## src/rtl/useq_pkg.sv

```systemverilog
// Shared definitions for the microsequencer: COND encodings, FSM states, microword layout.
// The ERR state exists only when USEQ_CONTROL_ACK_TIMEOUT_EN is defined.
package useq_pkg;

    localparam int DEF_SELECTION_W = 6;
    localparam int DEF_ALU_W       = 4;
    localparam int DEF_DECODEOP_W  = 8;
    localparam int DEF_UADDR_W     = DEF_DECODEOP_W + 3;

    typedef enum logic [2:0] {
        COND_NEXT   = 3'd0,
        COND_NEG    = 3'd1,
        COND_ZERO   = 3'd2,
        COND_OVF    = 3'd3,
        COND_CARRY  = 3'd4,
        COND_IR13   = 3'd5,
        COND_JUMP   = 3'd6,
        COND_DECODE = 3'd7
    } cond_e;

    typedef enum logic [1:0] {
        ST_BOOT = 2'd0,
        ST_RUN  = 2'd1,
        ST_WAIT = 2'd2
`ifdef USEQ_CONTROL_ACK_TIMEOUT_EN
        , ST_ERR = 2'd3
`endif
    } state_e;

    // Field LSB offsets, MSB-first order: A DirA B DirB C DirC RD WR ALU COND JADDR
    function automatic int uword_width(int sel_w, int alu_w, int uaddr_w);
        return 3*sel_w + 3 + 2 + alu_w + 3 + uaddr_w;
    endfunction
    function automatic int off_cond(int uaddr_w);
        return uaddr_w;
    endfunction
    function automatic int off_alu(int uaddr_w);
        return uaddr_w + 3;
    endfunction
    function automatic int off_wr(int alu_w, int uaddr_w);
        return uaddr_w + 3 + alu_w;
    endfunction
    function automatic int off_rd(int alu_w, int uaddr_w);
        return off_wr(alu_w, uaddr_w) + 1;
    endfunction
    function automatic int off_dirc(int alu_w, int uaddr_w);
        return off_wr(alu_w, uaddr_w) + 2;
    endfunction
    function automatic int off_c(int alu_w, int uaddr_w);
        return off_wr(alu_w, uaddr_w) + 3;
    endfunction
    function automatic int off_dirb(int sel_w, int alu_w, int uaddr_w);
        return off_c(alu_w, uaddr_w) + sel_w;
    endfunction
    function automatic int off_b(int sel_w, int alu_w, int uaddr_w);
        return off_dirb(sel_w, alu_w, uaddr_w) + 1;
    endfunction
    function automatic int off_dira(int sel_w, int alu_w, int uaddr_w);
        return off_b(sel_w, alu_w, uaddr_w) + sel_w;
    endfunction
    function automatic int off_a(int sel_w, int alu_w, int uaddr_w);
        return off_dira(sel_w, alu_w, uaddr_w) + 1;
    endfunction

endpackage

```

## src/rtl/useq_nextaddr.sv

```systemverilog
// Combinational next-microaddress mux: increment, conditional jump on PSR/IR13,
// unconditional jump, or opcode dispatch into the {1, opcode, 00} region.
module useq_nextaddr
    import useq_pkg::*;
#(
    parameter int DATAWIDTH_DECODEROP = DEF_DECODEOP_W,
    parameter int DATAWIDTH_UADDR     = DATAWIDTH_DECODEROP + 3
) (
    input  logic [DATAWIDTH_UADDR-1:0]     upc,
    input  logic [DATAWIDTH_UADDR-1:0]     jaddr,
    input  logic [2:0]                     cond,
    input  logic                           flag_n,
    input  logic                           flag_z,
    input  logic                           flag_v,
    input  logic                           flag_c,
    input  logic                           ir13,
    input  logic [DATAWIDTH_DECODEROP-1:0] decode_op,
    output logic [DATAWIDTH_UADDR-1:0]     next_addr
);

    logic take;

    always_comb begin
        take = 1'b0;
        case (cond_e'(cond))
            COND_NEXT:   take = 1'b0;
            COND_NEG:    take = flag_n;
            COND_ZERO:   take = flag_z;
            COND_OVF:    take = flag_v;
            COND_CARRY:  take = flag_c;
            COND_IR13:   take = ir13;
            COND_JUMP:   take = 1'b1;
            COND_DECODE: take = 1'b0;
        endcase

        // Increment wraps naturally at the address width
        next_addr = upc + DATAWIDTH_UADDR'(1);
        if (cond_e'(cond) == COND_DECODE)
            next_addr = DATAWIDTH_UADDR'({1'b1, decode_op, 2'b00});
        else if (take)
            next_addr = jaddr;
    end

endmodule

```

## src/rtl/useq_control.sv

```systemverilog
// Microsequencer control: MIR/uPC/PSR registers and BOOT/RUN/WAIT FSM with memory handshake.
// Define USEQ_CONTROL_ACK_TIMEOUT_EN to add the ACK timeout counter and the sticky ERR state.
module useq_control
    import useq_pkg::*;
#(
    parameter int DATAWIDTH_SELECTION     = DEF_SELECTION_W,
    parameter int DATAWIDTH_ALU_SELECTION = DEF_ALU_W,
    parameter int DATAWIDTH_DECODEROP     = DEF_DECODEOP_W,
    parameter int DATAWIDTH_UADDR         = DATAWIDTH_DECODEROP + 3,
    parameter int TIMEOUT_CYCLES          = 255
) (
    input  logic                               USEQ_CONTROL_CLOCK_50,
    input  logic                               USEQ_CONTROL_ResetInLow_In,
    input  logic                               USEQ_CONTROL_ACK_In,
    input  logic [DATAWIDTH_DECODEROP-1:0]     USEQ_CONTROL_DecodeOP_InBus,
    input  logic                               USEQ_CONTROL_IR13_In,
    input  logic                               USEQ_CONTROL_FlagOverflow_In,
    input  logic                               USEQ_CONTROL_FlagNegative_In,
    input  logic                               USEQ_CONTROL_FlagCarry_In,
    input  logic                               USEQ_CONTROL_FlagZero_In,
    input  logic                               USEQ_CONTROL_SetCodes_In,
    input  logic [3*DATAWIDTH_SELECTION+3+2+DATAWIDTH_ALU_SELECTION+3+DATAWIDTH_UADDR-1:0]
                                               USEQ_CONTROL_uWord_InBus,
    output logic [DATAWIDTH_UADDR-1:0]         USEQ_CONTROL_uAddr_OutBus,
    output logic [DATAWIDTH_SELECTION-1:0]     USEQ_CONTROL_SelectA_OutBus,
    output logic [DATAWIDTH_SELECTION-1:0]     USEQ_CONTROL_SelectB_OutBus,
    output logic [DATAWIDTH_SELECTION-1:0]     USEQ_CONTROL_SelectC_OutBus,
    output logic                               USEQ_CONTROL_DirA_Out,
    output logic                               USEQ_CONTROL_DirB_Out,
    output logic                               USEQ_CONTROL_DirC_Out,
    output logic                               USEQ_CONTROL_RD_Out,
    output logic                               USEQ_CONTROL_WRMain_Out,
    output logic [DATAWIDTH_ALU_SELECTION-1:0] USEQ_CONTROL_ALUOperation_OutBus,
    output logic                               USEQ_CONTROL_Stall_Out,
    output logic                               USEQ_CONTROL_Error_Out
);

    localparam int SEL_W   = DATAWIDTH_SELECTION;
    localparam int ALU_W   = DATAWIDTH_ALU_SELECTION;
    localparam int UADDR_W = DATAWIDTH_UADDR;
    localparam int UWORD_W = uword_width(SEL_W, ALU_W, UADDR_W);

    localparam int OFF_COND = off_cond(UADDR_W);
    localparam int OFF_ALU  = off_alu(UADDR_W);
    localparam int OFF_WR   = off_wr(ALU_W, UADDR_W);
    localparam int OFF_RD   = off_rd(ALU_W, UADDR_W);
    localparam int OFF_DIRC = off_dirc(ALU_W, UADDR_W);
    localparam int OFF_C    = off_c(ALU_W, UADDR_W);
    localparam int OFF_DIRB = off_dirb(SEL_W, ALU_W, UADDR_W);
    localparam int OFF_B    = off_b(SEL_W, ALU_W, UADDR_W);
    localparam int OFF_DIRA = off_dira(SEL_W, ALU_W, UADDR_W);
    localparam int OFF_A    = off_a(SEL_W, ALU_W, UADDR_W);

    state_e               state;
    state_e               state_next;
    logic [UWORD_W-1:0]   mir;
    logic [UADDR_W-1:0]   upc;
    logic [UADDR_W-1:0]   next_addr;
    logic [UADDR_W-1:0]   uaddr;
    logic                 psr_n, psr_z, psr_v, psr_c;
    logic                 mem_req;
    logic                 advance;

    assign mem_req = mir[OFF_RD] | mir[OFF_WR];

    useq_nextaddr #(
        .DATAWIDTH_DECODEROP (DATAWIDTH_DECODEROP),
        .DATAWIDTH_UADDR     (UADDR_W)
    ) u_nextaddr (
        .upc       (upc),
        .jaddr     (mir[UADDR_W-1:0]),
        .cond      (mir[OFF_COND +: 3]),
        .flag_n    (psr_n),
        .flag_z    (psr_z),
        .flag_v    (psr_v),
        .flag_c    (psr_c),
        .ir13      (USEQ_CONTROL_IR13_In),
        .decode_op (USEQ_CONTROL_DecodeOP_InBus),
        .next_addr (next_addr)
    );

`ifdef USEQ_CONTROL_ACK_TIMEOUT_EN
    localparam int TO_W = $clog2(TIMEOUT_CYCLES + 1);
    logic [TO_W-1:0] wait_cnt;

    // Counts consecutive un-acknowledged WAIT cycles
    always_ff @(posedge USEQ_CONTROL_CLOCK_50 or negedge USEQ_CONTROL_ResetInLow_In) begin
        if (!USEQ_CONTROL_ResetInLow_In)
            wait_cnt <= '0;
        else if (state == ST_WAIT && !USEQ_CONTROL_ACK_In)
            wait_cnt <= wait_cnt + TO_W'(1);
        else
            wait_cnt <= '0;
    end
`endif

    always_ff @(posedge USEQ_CONTROL_CLOCK_50 or negedge USEQ_CONTROL_ResetInLow_In) begin
        if (!USEQ_CONTROL_ResetInLow_In)
            state <= ST_BOOT;
        else
            state <= state_next;
    end

    always_comb begin
        state_next = state;
        case (state)
            ST_BOOT: state_next = ST_RUN;
            ST_RUN:  if (mem_req && !USEQ_CONTROL_ACK_In) state_next = ST_WAIT;
            ST_WAIT: begin
                if (USEQ_CONTROL_ACK_In)
                    state_next = ST_RUN;
`ifdef USEQ_CONTROL_ACK_TIMEOUT_EN
                else if (wait_cnt == TO_W'(TIMEOUT_CYCLES - 1))
                    state_next = ST_ERR;
`endif
            end
`ifdef USEQ_CONTROL_ACK_TIMEOUT_EN
            ST_ERR:  state_next = ST_ERR;
`endif
            default: state_next = ST_BOOT;
        endcase
    end

    always_comb begin
        uaddr                            = next_addr;
        advance                          = 1'b0;
        USEQ_CONTROL_Stall_Out           = 1'b0;
        USEQ_CONTROL_Error_Out           = 1'b0;
        USEQ_CONTROL_RD_Out              = mir[OFF_RD];
        USEQ_CONTROL_WRMain_Out          = mir[OFF_WR];
        USEQ_CONTROL_ALUOperation_OutBus = mir[OFF_ALU +: ALU_W];
        case (state)
            ST_BOOT: begin
                uaddr   = '0;
                advance = 1'b1;
            end
            ST_RUN:  advance = !mem_req || USEQ_CONTROL_ACK_In;
            ST_WAIT: begin
                USEQ_CONTROL_Stall_Out = 1'b1;
                advance                = USEQ_CONTROL_ACK_In;
            end
`ifdef USEQ_CONTROL_ACK_TIMEOUT_EN
            ST_ERR: begin
                USEQ_CONTROL_Error_Out           = 1'b1;
                USEQ_CONTROL_RD_Out              = 1'b0;
                USEQ_CONTROL_WRMain_Out          = 1'b0;
                USEQ_CONTROL_ALUOperation_OutBus = '0;
            end
`endif
            default: ;
        endcase
    end

    // BOOT drives uaddr=0, so loading uPC from uaddr also covers the boot case
    always_ff @(posedge USEQ_CONTROL_CLOCK_50 or negedge USEQ_CONTROL_ResetInLow_In) begin
        if (!USEQ_CONTROL_ResetInLow_In) begin
            mir <= '0;
            upc <= '0;
        end else if (advance) begin
            mir <= USEQ_CONTROL_uWord_InBus;
            upc <= uaddr;
        end
    end

    always_ff @(posedge USEQ_CONTROL_CLOCK_50 or negedge USEQ_CONTROL_ResetInLow_In) begin
        if (!USEQ_CONTROL_ResetInLow_In)
            {psr_n, psr_z, psr_v, psr_c} <= '0;
        else if (USEQ_CONTROL_SetCodes_In)
            {psr_n, psr_z, psr_v, psr_c} <= {USEQ_CONTROL_FlagNegative_In, USEQ_CONTROL_FlagZero_In,
                                             USEQ_CONTROL_FlagOverflow_In, USEQ_CONTROL_FlagCarry_In};
    end

    assign USEQ_CONTROL_uAddr_OutBus   = uaddr;
    assign USEQ_CONTROL_SelectA_OutBus = mir[OFF_A +: SEL_W];
    assign USEQ_CONTROL_SelectB_OutBus = mir[OFF_B +: SEL_W];
    assign USEQ_CONTROL_SelectC_OutBus = mir[OFF_C +: SEL_W];
    assign USEQ_CONTROL_DirA_Out       = mir[OFF_DIRA];
    assign USEQ_CONTROL_DirB_Out       = mir[OFF_DIRB];
    assign USEQ_CONTROL_DirC_Out       = mir[OFF_DIRC];

endmodule

```

## config.mk

```make
export PLATFORM = sky130hd
export DESIGN_NAME = useq_control
export DESIGN_NICKNAME = d
export VERILOG_FILES = /design/src/rtl/useq_pkg.sv /design/src/rtl/useq_nextaddr.sv /design/src/rtl/useq_control.sv
export SDC_FILE = /design/constraint.sdc
export NUM_CORES = 1
export LEC_CHECK = 0
export ABC_AREA = 1
export BUFFER_PORTS_ARGS = -buffer_cell sky130_fd_sc_hd__buf_2
export CAP_MARGIN = 20
export CORE_ASPECT_RATIO = 0.9
export CORE_UTILIZATION = 55
export CTS_CLUSTER_DIAMETER = 60
export DETAILED_ROUTE_END_ITERATION = 10
export PLACE_DENSITY = 0.85
export SKIP_CTS_REPAIR_TIMING = 1
export SLEW_MARGIN = 40
export SYNTH_ARGS = -nofsm -noshare
export SYNTH_HDL_FRONTEND = slang
export SYNTH_SLANG_ARGS = --single-unit
```

## constraint.sdc

```tcl
create_clock -name USEQ_CONTROL_CLOCK_50 -period 3.02 [get_ports USEQ_CONTROL_CLOCK_50]
set_input_delay 0.151 -clock USEQ_CONTROL_CLOCK_50 [delete_from_list [all_inputs] [get_ports USEQ_CONTROL_CLOCK_50]]
set_output_delay 0.151 -clock USEQ_CONTROL_CLOCK_50 [all_outputs]
set_load 0.02 [all_outputs]
```

# After elaboration in Yosys (flattened, before gate mapping)
# Cells that the tools add are included.
[word_totals] reg_bits=58 inputBits=58 elab_cells=37
[classes] n_addsub=1 eq_ne=11 n_mux=9 bitwise=1 reduce_logical=8
[op_table] operator="two-way mux 11 bit" count=3
[op_table] operator="== test 3 bit, second input constant" count=4
[op_table] operator="adder 11 x 1 -> 11 bit, second input constant" count=1
[op_table] operator="case mux 1 bit (7 select lines)" count=1
[op_table] operator="== test 3 x 2 -> 1 bit, second input constant" count=2
[op_table] operator="case mux 2 bit (3 select lines)" count=1
[op_table] operator="two-way mux 2 bit" count=2
[op_table] operator="!= test 2 bit, second input constant" count=2
[op_table] operator="== test 3 x 1 -> 1 bit, second input constant" count=1
[op_table] operator="zero test 3 bit" count=1
[op_table] operator="case mux 1 bit (3 select lines)" count=1
[op_table] operator="== test 2 x 1 -> 1 bit, second input constant" count=1
[op_table] operator="== test 2 bit, second input constant" count=1
[op_table] operator="zero test 1 bit" count=2
[op_table] operator="zero test 2 bit" count=1
[op_table] operator="AND reduction 2 bit" count=1
[op_table] operator="OR reduction 2 bit" count=1
[op_table] operator="logical AND 1 bit" count=1
[op_table] operator="logical OR 1 bit" count=1
[op_table] operator="two-way mux 1 bit" count=1
[op_table] operator="bitwise OR 1 bit" count=1

# Longest topological paths before layout
# Gate-level depths: netlist of the first run.
[logic_depth] depth_word=6 depth_mapped=11 ltp_nobuf=11

# Hierarchy
# From an unflattened synthesis of the first run, not the netlist that was laid out.
[hier_totals] cells_unflattened=431 hier_area_um2=3215.6
[modules_own_cells] module="useq_control" instances=1 cells_per_inst=294 area_per_inst_um2=2587.5 seq_area_each_um2=1451.4
[modules_own_cells] module="useq_nextaddr" instances=1 cells_per_inst=137 area_per_inst_um2=628.1 seq_area_each_um2=0.0

# Worst setup path after synthesis of the first run
# Ideal clock, no wire load.
[synth_path] path_kind="flip-flop to output port" startpoint="reg upc[0]" endpoint="out USEQ_CONTROL_uAddr_OutBus[8]" arrival_time_ns=1.477 required_time_ns=2.869 setup_slack_ns=1.392 path_stages_with_launch=10 n_path_buf=0 path_cell_list="dfrtp_1 > ha_1 > nand2_1 > nor2_1 > nand2_1 > nand2_1 > nand2_1 > inv_1 > nand2_2 > a31oi_1"
[synth_between] elab_chain_len=4
[synth_lines] item="start, declared" line_no="useq_control.sv:57" text="logic [UADDR_W-1:0] upc;"
[synth_lines] item="start signal, assigned" line_no="useq_control.sv:161" text="upc <= uaddr;"
[synth_lines] item="adder 11 x 1 -> 11 bit" line_no="useq_nextaddr.sv:37" text="next_addr = upc + DATAWIDTH_UADDR'(1);"
[synth_lines] item="two-way mux 11 bit" line_no="useq_nextaddr.sv:40" text="else if (take)"
[synth_lines] item="two-way mux 11 bit" line_no="useq_nextaddr.sv:38" text="if (cond_e'(cond) == COND_DECODE)"
[synth_lines] item="two-way mux 11 bit" line_no="useq_control.sv:132" text="case (state)"
[synth_lines] item="end, declared" line_no="useq_control.sv:24" text="output logic [DATAWIDTH_UADDR-1:0] USEQ_CONTROL_uAddr_OutBus,"
# Every way passes these cells.

# Final worst setup path of the first run
# Same ends and word-level chain as after synthesis.

==> results of run 1 <==
==> per-layer routing <==
layer	vias to the layer above	GRT usage	routed length, um
li1	1431	-	-
met1	1328	0.339	3220
met2	117	0.424	3360
met3	12	0.0981	630
met4	0	0.0780	78
met5	-	0	0
==> area by class of cell <==
class	count	area share
inverter	34	0.0349
multi-input combinational	288	0.353
sequential	58	0.389
clock buffer	12	0.0416
clock inverter	4	0.0198
timing repair buffer	100	0.139
tap	67	0.0225
==> sequential cells by signal, indices dropped and copies added, names as in the netlist <==
| signal | count |
|---|---|
| mir | 41 |
| psr_c | 1 |
| psr_n | 1 |
| psr_v | 1 |
| psr_z | 1 |
| state | 2 |
| upc | 11 |
==> cell usage in the layout (no fill, tap or decap), types with 2 or more instances in the layout <==
cell           instances
clkbuf_8              11
nand4_1                4
nand2_1              181
nand3_2                7
bufinv_16              2
inv_1                 29
dlygate4sd3_1          2
a31oi_1                5
dfrtp_1               58
inv_2                  4
o21ai_0               11
nand3_1               31
nor2_1                17
a21oi_1                2
nor2_2                 2
buf_2                 95
nand2_2                9
buf_4                  3
nand3b_1               3
mux2_2                 2
o21ai_1                4
==> report_power, final <==
group | switching, mW | internal, mW | total (mW) | leakage (nW)
Sequential | 0.274 | 1.14 | 1.41 | 0.708
Combinational | 1.63 | 0.756 | 2.39 | 1.31
Clock | 0.308 | 0.510 | 0.818 | 0.117
==> path summary, 6_finish.rpt <==
kind | to | depth (start not counted) | slack (ns)
max | USEQ_CONTROL_uAddr_OutBus[8] | 10 | 0.80
min | mir[23] | 3 | 0.003
max reg2reg | upc[8] | 10 | 1.37
min reg2reg | mir[39] | 2 | 0.48
max in group asynchronous | mir[28] | 3 | 2.03
min in group asynchronous | upc[2] | 2 | 0.32
==> worst max-delay path, stage by stage (launching register included) <==
cell     delay [ns]
dfrtp_1        0.41
ha_1           0.33
nand2_1        0.11
nor2_1         0.18
nand2_1        0.08
nand2_1        0.05
nand2_1        0.04
inv_1          0.07
nand2_2        0.06
a31oi_1        0.20
buf_2          0.21
==> through the flow <==
stage | hold WS (ns) | cell area [um2] | cells | power (mW) | util
after floorplan | -0.145 | 3140 | 417 | 3.35 | -
after CTS | -0.0670 | 3700 | 561 | 4.64 | 0.689
after detailed placement | 0.299 | 3480 | 545 | 3.80 | 0.646
final | 0.00338 | 3730 | 563 | 4.62 | 0.693
after global routing | 0.00126 | 3730 | 563 | 5.00 | 0.693
after global placement | 0.283 | 3470 | 545 | 3.73 | 0.646
==> logic make-up (layout without fill, tap and decap cells) <==
family,Yosys count,in the layout,synth area share
xor+xnor,1,1,0.00279
compound gates,25,25,0.0450
flops,58,58,0.462
other cells,1,1,0.00119
buf+inv,71,150,0.123
fa+ha+maj,1,1,0.00398
simple gates,258,258,0.356
mux,2,2,0.00716
==> impl_metrics.env, run 1 <==
export IMPL_die_y_um=73.7
export IMPL_clockRootBuffer="clkbuf_8"
export IMPL_cts_inserted_buffers=9
export IMPL_area_growth_pct=18.5
export IMPL_antenna_found_initial=0
export IMPL_start_util=0.584
export IMPL_synth_edf_count=0
export IMPL_postRouteAntennaNets=0
export IMPL_start_kind="flop"
export IMPL_nFillCells=477
export IMPL_arrival_ns=2.07
export IMPL_wirelength_um=7290
export IMPL_status="finished clean"
export IMPL_fin_skew_ns=0.00633
export IMPL_async_reset_ff_frac=1.00
export IMPL_synth_yosys_seq_area_share=0.462
export IMPL_via_count=2888
export IMPL_avgSynthCellArea_um2=7.54
export IMPL_min_delay_path_class="in2reg"
export IMPL_wl_per_cell_um=13.0
export IMPL_htree_levels=3
export IMPL_rsz0062_at_grt="false"
export IMPL_clock_latency_ns=0.33
export IMPL_first_pass_iters=5
export IMPL_grt_max_degree=59
export IMPL_worstSetupEndpointType="output pin"
export IMPL_setup_ws_ns=0.799
export IMPL_relSlewSlack=0.633
export IMPL_drv_cap=0
export IMPL_cts_sinks=58
export IMPL_leakage_nw=2.14
export IMPL_nNetsFinal=550
export IMPL_clock_fmax_ghz=0.450
export IMPL_yosysMostFrequentCell="nand2_1"
export IMPL_io_buffers=96
export IMPL_netlist_cell_type_count=30
export IMPL_ys_warn_count=0
export IMPL_grt_pass1_wl_um=11900
export IMPL_regArea_um2=1450
export IMPL_n_antenna_cell=0
export IMPL_grt_ovfl_total=0
export IMPL_yosys_top_cells_area="dfrtp_1 46%, nand2_1 22%, buf_4 6.4%"
export IMPL_syn_num_nets=476
export IMPL_crit_type="reg2out"
export IMPL_hold_viol=0
export IMPL_setup_viol=0
export IMPL_grt_pass1_vias=2644
export IMPL_multi_input_area_um2=1320
export IMPL_dp_final_hpwl_um=5140
export IMPL_slew_violations=0
export IMPL_crit_fanout=6
export IMPL_die_w_um=81.7
export IMPL_yosys_area_top_type="dfrtp_1"
export IMPL_via_per_inst=5.13
export IMPL_grt_total_usage=0.266
export IMPL_min_period_ns=2.22
export IMPL_final_period_utilization=0.735
export IMPL_cts_tree="yes"
export IMPL_clk_pin_slew_ns=0.07
export IMPL_die_area_um2=6020
export IMPL_required_ns=2.87
export IMPL_place_congestion=0.929
export IMPL_yosysTopAreaCellShare=0.462
export IMPL_ys_ff_latch=58
export IMPL_clock_path_buffers=2
export IMPL_first_iter_violations=191
export IMPL_hp_start="USEQ_CONTROL_uWord_InBus[23]"
export IMPL_setup_tns_ns=0
export IMPL_irDropWorstVdd_uv=852
export IMPL_cp_startpoint="upc[0]"
export IMPL_power_density_nw_per_um2=1240
export IMPL_coreArea_um2=5380
export IMPL_synth_flop_cell="dfrtp_1"
export IMPL_row_count=25
export IMPL_synthTopCellsByCount="181 x nand2_1, 58 x dfrtp_1, 31 x nand3_1, 29 x inv_1, 27 x buf_4"
export IMPL_ioPinCount=98
export IMPL_drive_above_1_share=0.288
export IMPL_synth_area_um2=3140
export IMPL_r2r_start="upc[0]"
export IMPL_drc=0
export IMPL_dp_slack_ns=1.20
export IMPL_syn_inst=417
export IMPL_worstMarginPinSlew_ns=0.551
(Power assumes the default switching activity.)
==> inputs of run 2 (changes only) <==
- CORE_UTILIZATION: 55 -> 51
- PLACE_DENSITY: 0.85 -> 0.8
- clock period: 3.02 -> 2.2 ns (I/O delays scaled with it)
==> run 2 against run 1 <==
Against the previous run:
- the run now ends with DRC, hold timing left
- via count increased by 3.8%
- register-to-register slack got worse by 0.75 ns
- critical path depth unchanged
- critical path type unchanged
- critical endpoint unchanged
- largest cell class unchanged
- largest power group unchanged
==> impl_metrics.env, run 2 (same netlist as run 1, synthesis figures left out) <==
export IMPL_status="finished with violations"
export IMPL_violations="DRC, hold timing"
export IMPL_fin_skew_ns=0.00668
export IMPL_hold_ws_ns=-0.0225
export IMPL_io_buffers=96
export IMPL_required_ns=2.09
export IMPL_internal_power_mw=3.25
export IMPL_die_area_um2=6480
export IMPL_wl_per_cell_um=13.4
export IMPL_combPwrFrac=0.540
export IMPL_nNetsFinal=586
export IMPL_die_y_um=76.5
export IMPL_reg_top3="mir (41), upc (11), state (2)"
export IMPL_row_count=26
export IMPL_seqPwrFrac=0.306
export IMPL_setup_tns_ns=0
export IMPL_drive_above_1_share=0.274
export IMPL_slew_violations=0
export IMPL_dp_cells=550
export IMPL_cts_sinks=58
export IMPL_clock_fmax_ghz=0.491
export IMPL_largest_register_ffs=41
export IMPL_worstMarginPinSlew_ns=0.598
export IMPL_crit_path_cell_trace="ha_2, nand2_1, nor2_1, nand2_1, nand2_1, nand2_1, inv_1, nand2_2, a31oi_1, buf_2"
export IMPL_relSlewSlack=0.601
export IMPL_coreArea_um2=5820
export IMPL_wirelength_um=8040
export IMPL_final_period_utilization=0.925
export IMPL_ioPinCount=98
export IMPL_clockRootBuffer="clkbuf_8"
export IMPL_via_per_inst=4.98
export IMPL_grt_total_usage=0.242
export IMPL_cts_tree="yes"
export IMPL_crit_top_cell="nand2_1"
export IMPL_setup_viol=0
export IMPL_hold_viol=4
export IMPL_postRouteAntennaNets=0
export IMPL_start_util=0.540
export IMPL_total_power_mw=6.36
export IMPL_final_common_cell="nand2_1"
export IMPL_grt_pass1_wl_um=12300
export IMPL_n_antenna_cell=0
export IMPL_clockPowerShare=0.154
export IMPL_clock_path_buffers=2
export IMPL_power_density_nw_per_um2=1560
export IMPL_cp_slowest_cell="dfrtp_1"
export IMPL_critPathMaxStageDelay_ns=0.41
export IMPL_htree_levels=3
export IMPL_p_switching_mw=3.11
export IMPL_die_w_um=84.8
export IMPL_grt_max_degree=48
export IMPL_leakage_nw=2.28
export IMPL_regMostFlops="mir"
export IMPL_crit_type="reg2out"
export IMPL_switching_share=0.489
export IMPL_cts_inserted_buffers=9
export IMPL_final_cell_count_no_fill=602
export IMPL_first_pass_iters=8
export IMPL_rsz0062_at_grt="false"
export IMPL_worstSetupEndpointType="output pin"
export IMPL_drv_cap=0
export IMPL_first_iter_violations=198
export IMPL_antenna_found_initial=0
export IMPL_irDropWorstVdd_uv=737
export IMPL_place_congestion=0.903
export IMPL_crit_fanout=6
export IMPL_clk_pin_slew_ns=0.07
export IMPL_min_delay_path_class="in2reg"
export IMPL_grt_pass1_vias=2725
export IMPL_final_cell_mix="181 x nand2_1, 96 x buf_2, 58 x dfrtp_1"
export IMPL_dp_final_hpwl_um=5160
export IMPL_clock_latency_ns=0.34
export IMPL_area_growth_pct=29.6
export IMPL_via_count=2998
export IMPL_min_period_ns=2.04
export IMPL_drc=4
export IMPL_grt_ovfl_total=0
export IMPL_arrival_ns=1.93
export IMPL_start_kind="flop"
-- run 2: final timing paths --
check                      slack, ns  cells past startpoint                    startpoint                            to
max                             0.16                     10                        upc[0]  USEQ_CONTROL_uAddr_OutBus[8]
min                            -0.02                      3  USEQ_CONTROL_uWord_InBus[18]                       mir[18]
max reg2reg                     0.62                     10                        upc[0]                        upc[8]
min reg2reg                     0.48                      2                       mir[38]                       mir[38]
max in group asynchronous       1.31                      3    USEQ_CONTROL_ResetInLow_In                       mir[40]
min in group asynchronous       0.31                      2    USEQ_CONTROL_ResetInLow_In                        mir[1]
-- run 2: layout make-up --
type	instances	area (um2)
repair buffers	136	896
flip-flops and latches	58	1450
clock buffers	11	141
clock inverters	5	53.8
inverters	34	128
fillers	442	1750
well taps	70	87.6
multi-input cells	288	1320
-- run 2: worst max-delay path: cells and delay by family, from the launching register on --
kind / cells / cell delay (ns)
flip-flops: 1 / 0.41
buffers and inverters: 2 / 0.25
AO/OA/AOI/OAI: 1 / 0.12
adder cells (fa/ha/maj): 1 / 0.26
AND/OR/NAND/NOR: 6 / 0.54
-- run 2: power by group through the flow --
stage / Combinational [mW] / Clock (mW) / Sequential [mW]
after global routing: 3.81 / 1.04 / 2.01
after CTS: 3.36 / 0.999 / 1.93
after global placement: 3.27 / 0 / 1.93
after floorplan: 2.71 / 0 / 1.89
final: 3.43 / 0.980 / 1.94
after detailed placement: 3.36 / 0 / 1.93
-- run 2: metal layers --
layer  vias up  track usage  part of all wire
li1       1496            -                 -
met1      1374        0.304              0.43
met2       115        0.393              0.49
met3        13       0.0748             0.065
met4         0       0.0898             0.012
met5         -            0                 0
-- run 2: stage by stage --
| step | cell area [um2] | setup WS, ns | utilization |
|---|---|---|---|
| 3_5_place_dp | 3520 | 0.529 | 0.604 |
| 5_1_grt | 4080 | 0.0151 | 0.700 |
| 3_3_place_gp | 3520 | 0.579 | 0.604 |
| 6_report | 4080 | 0.165 | 0.700 |
| 2_1_floorplan | 3140 | 0.613 | - |
| 4_1_cts | 3710 | 0.137 | 0.638 |
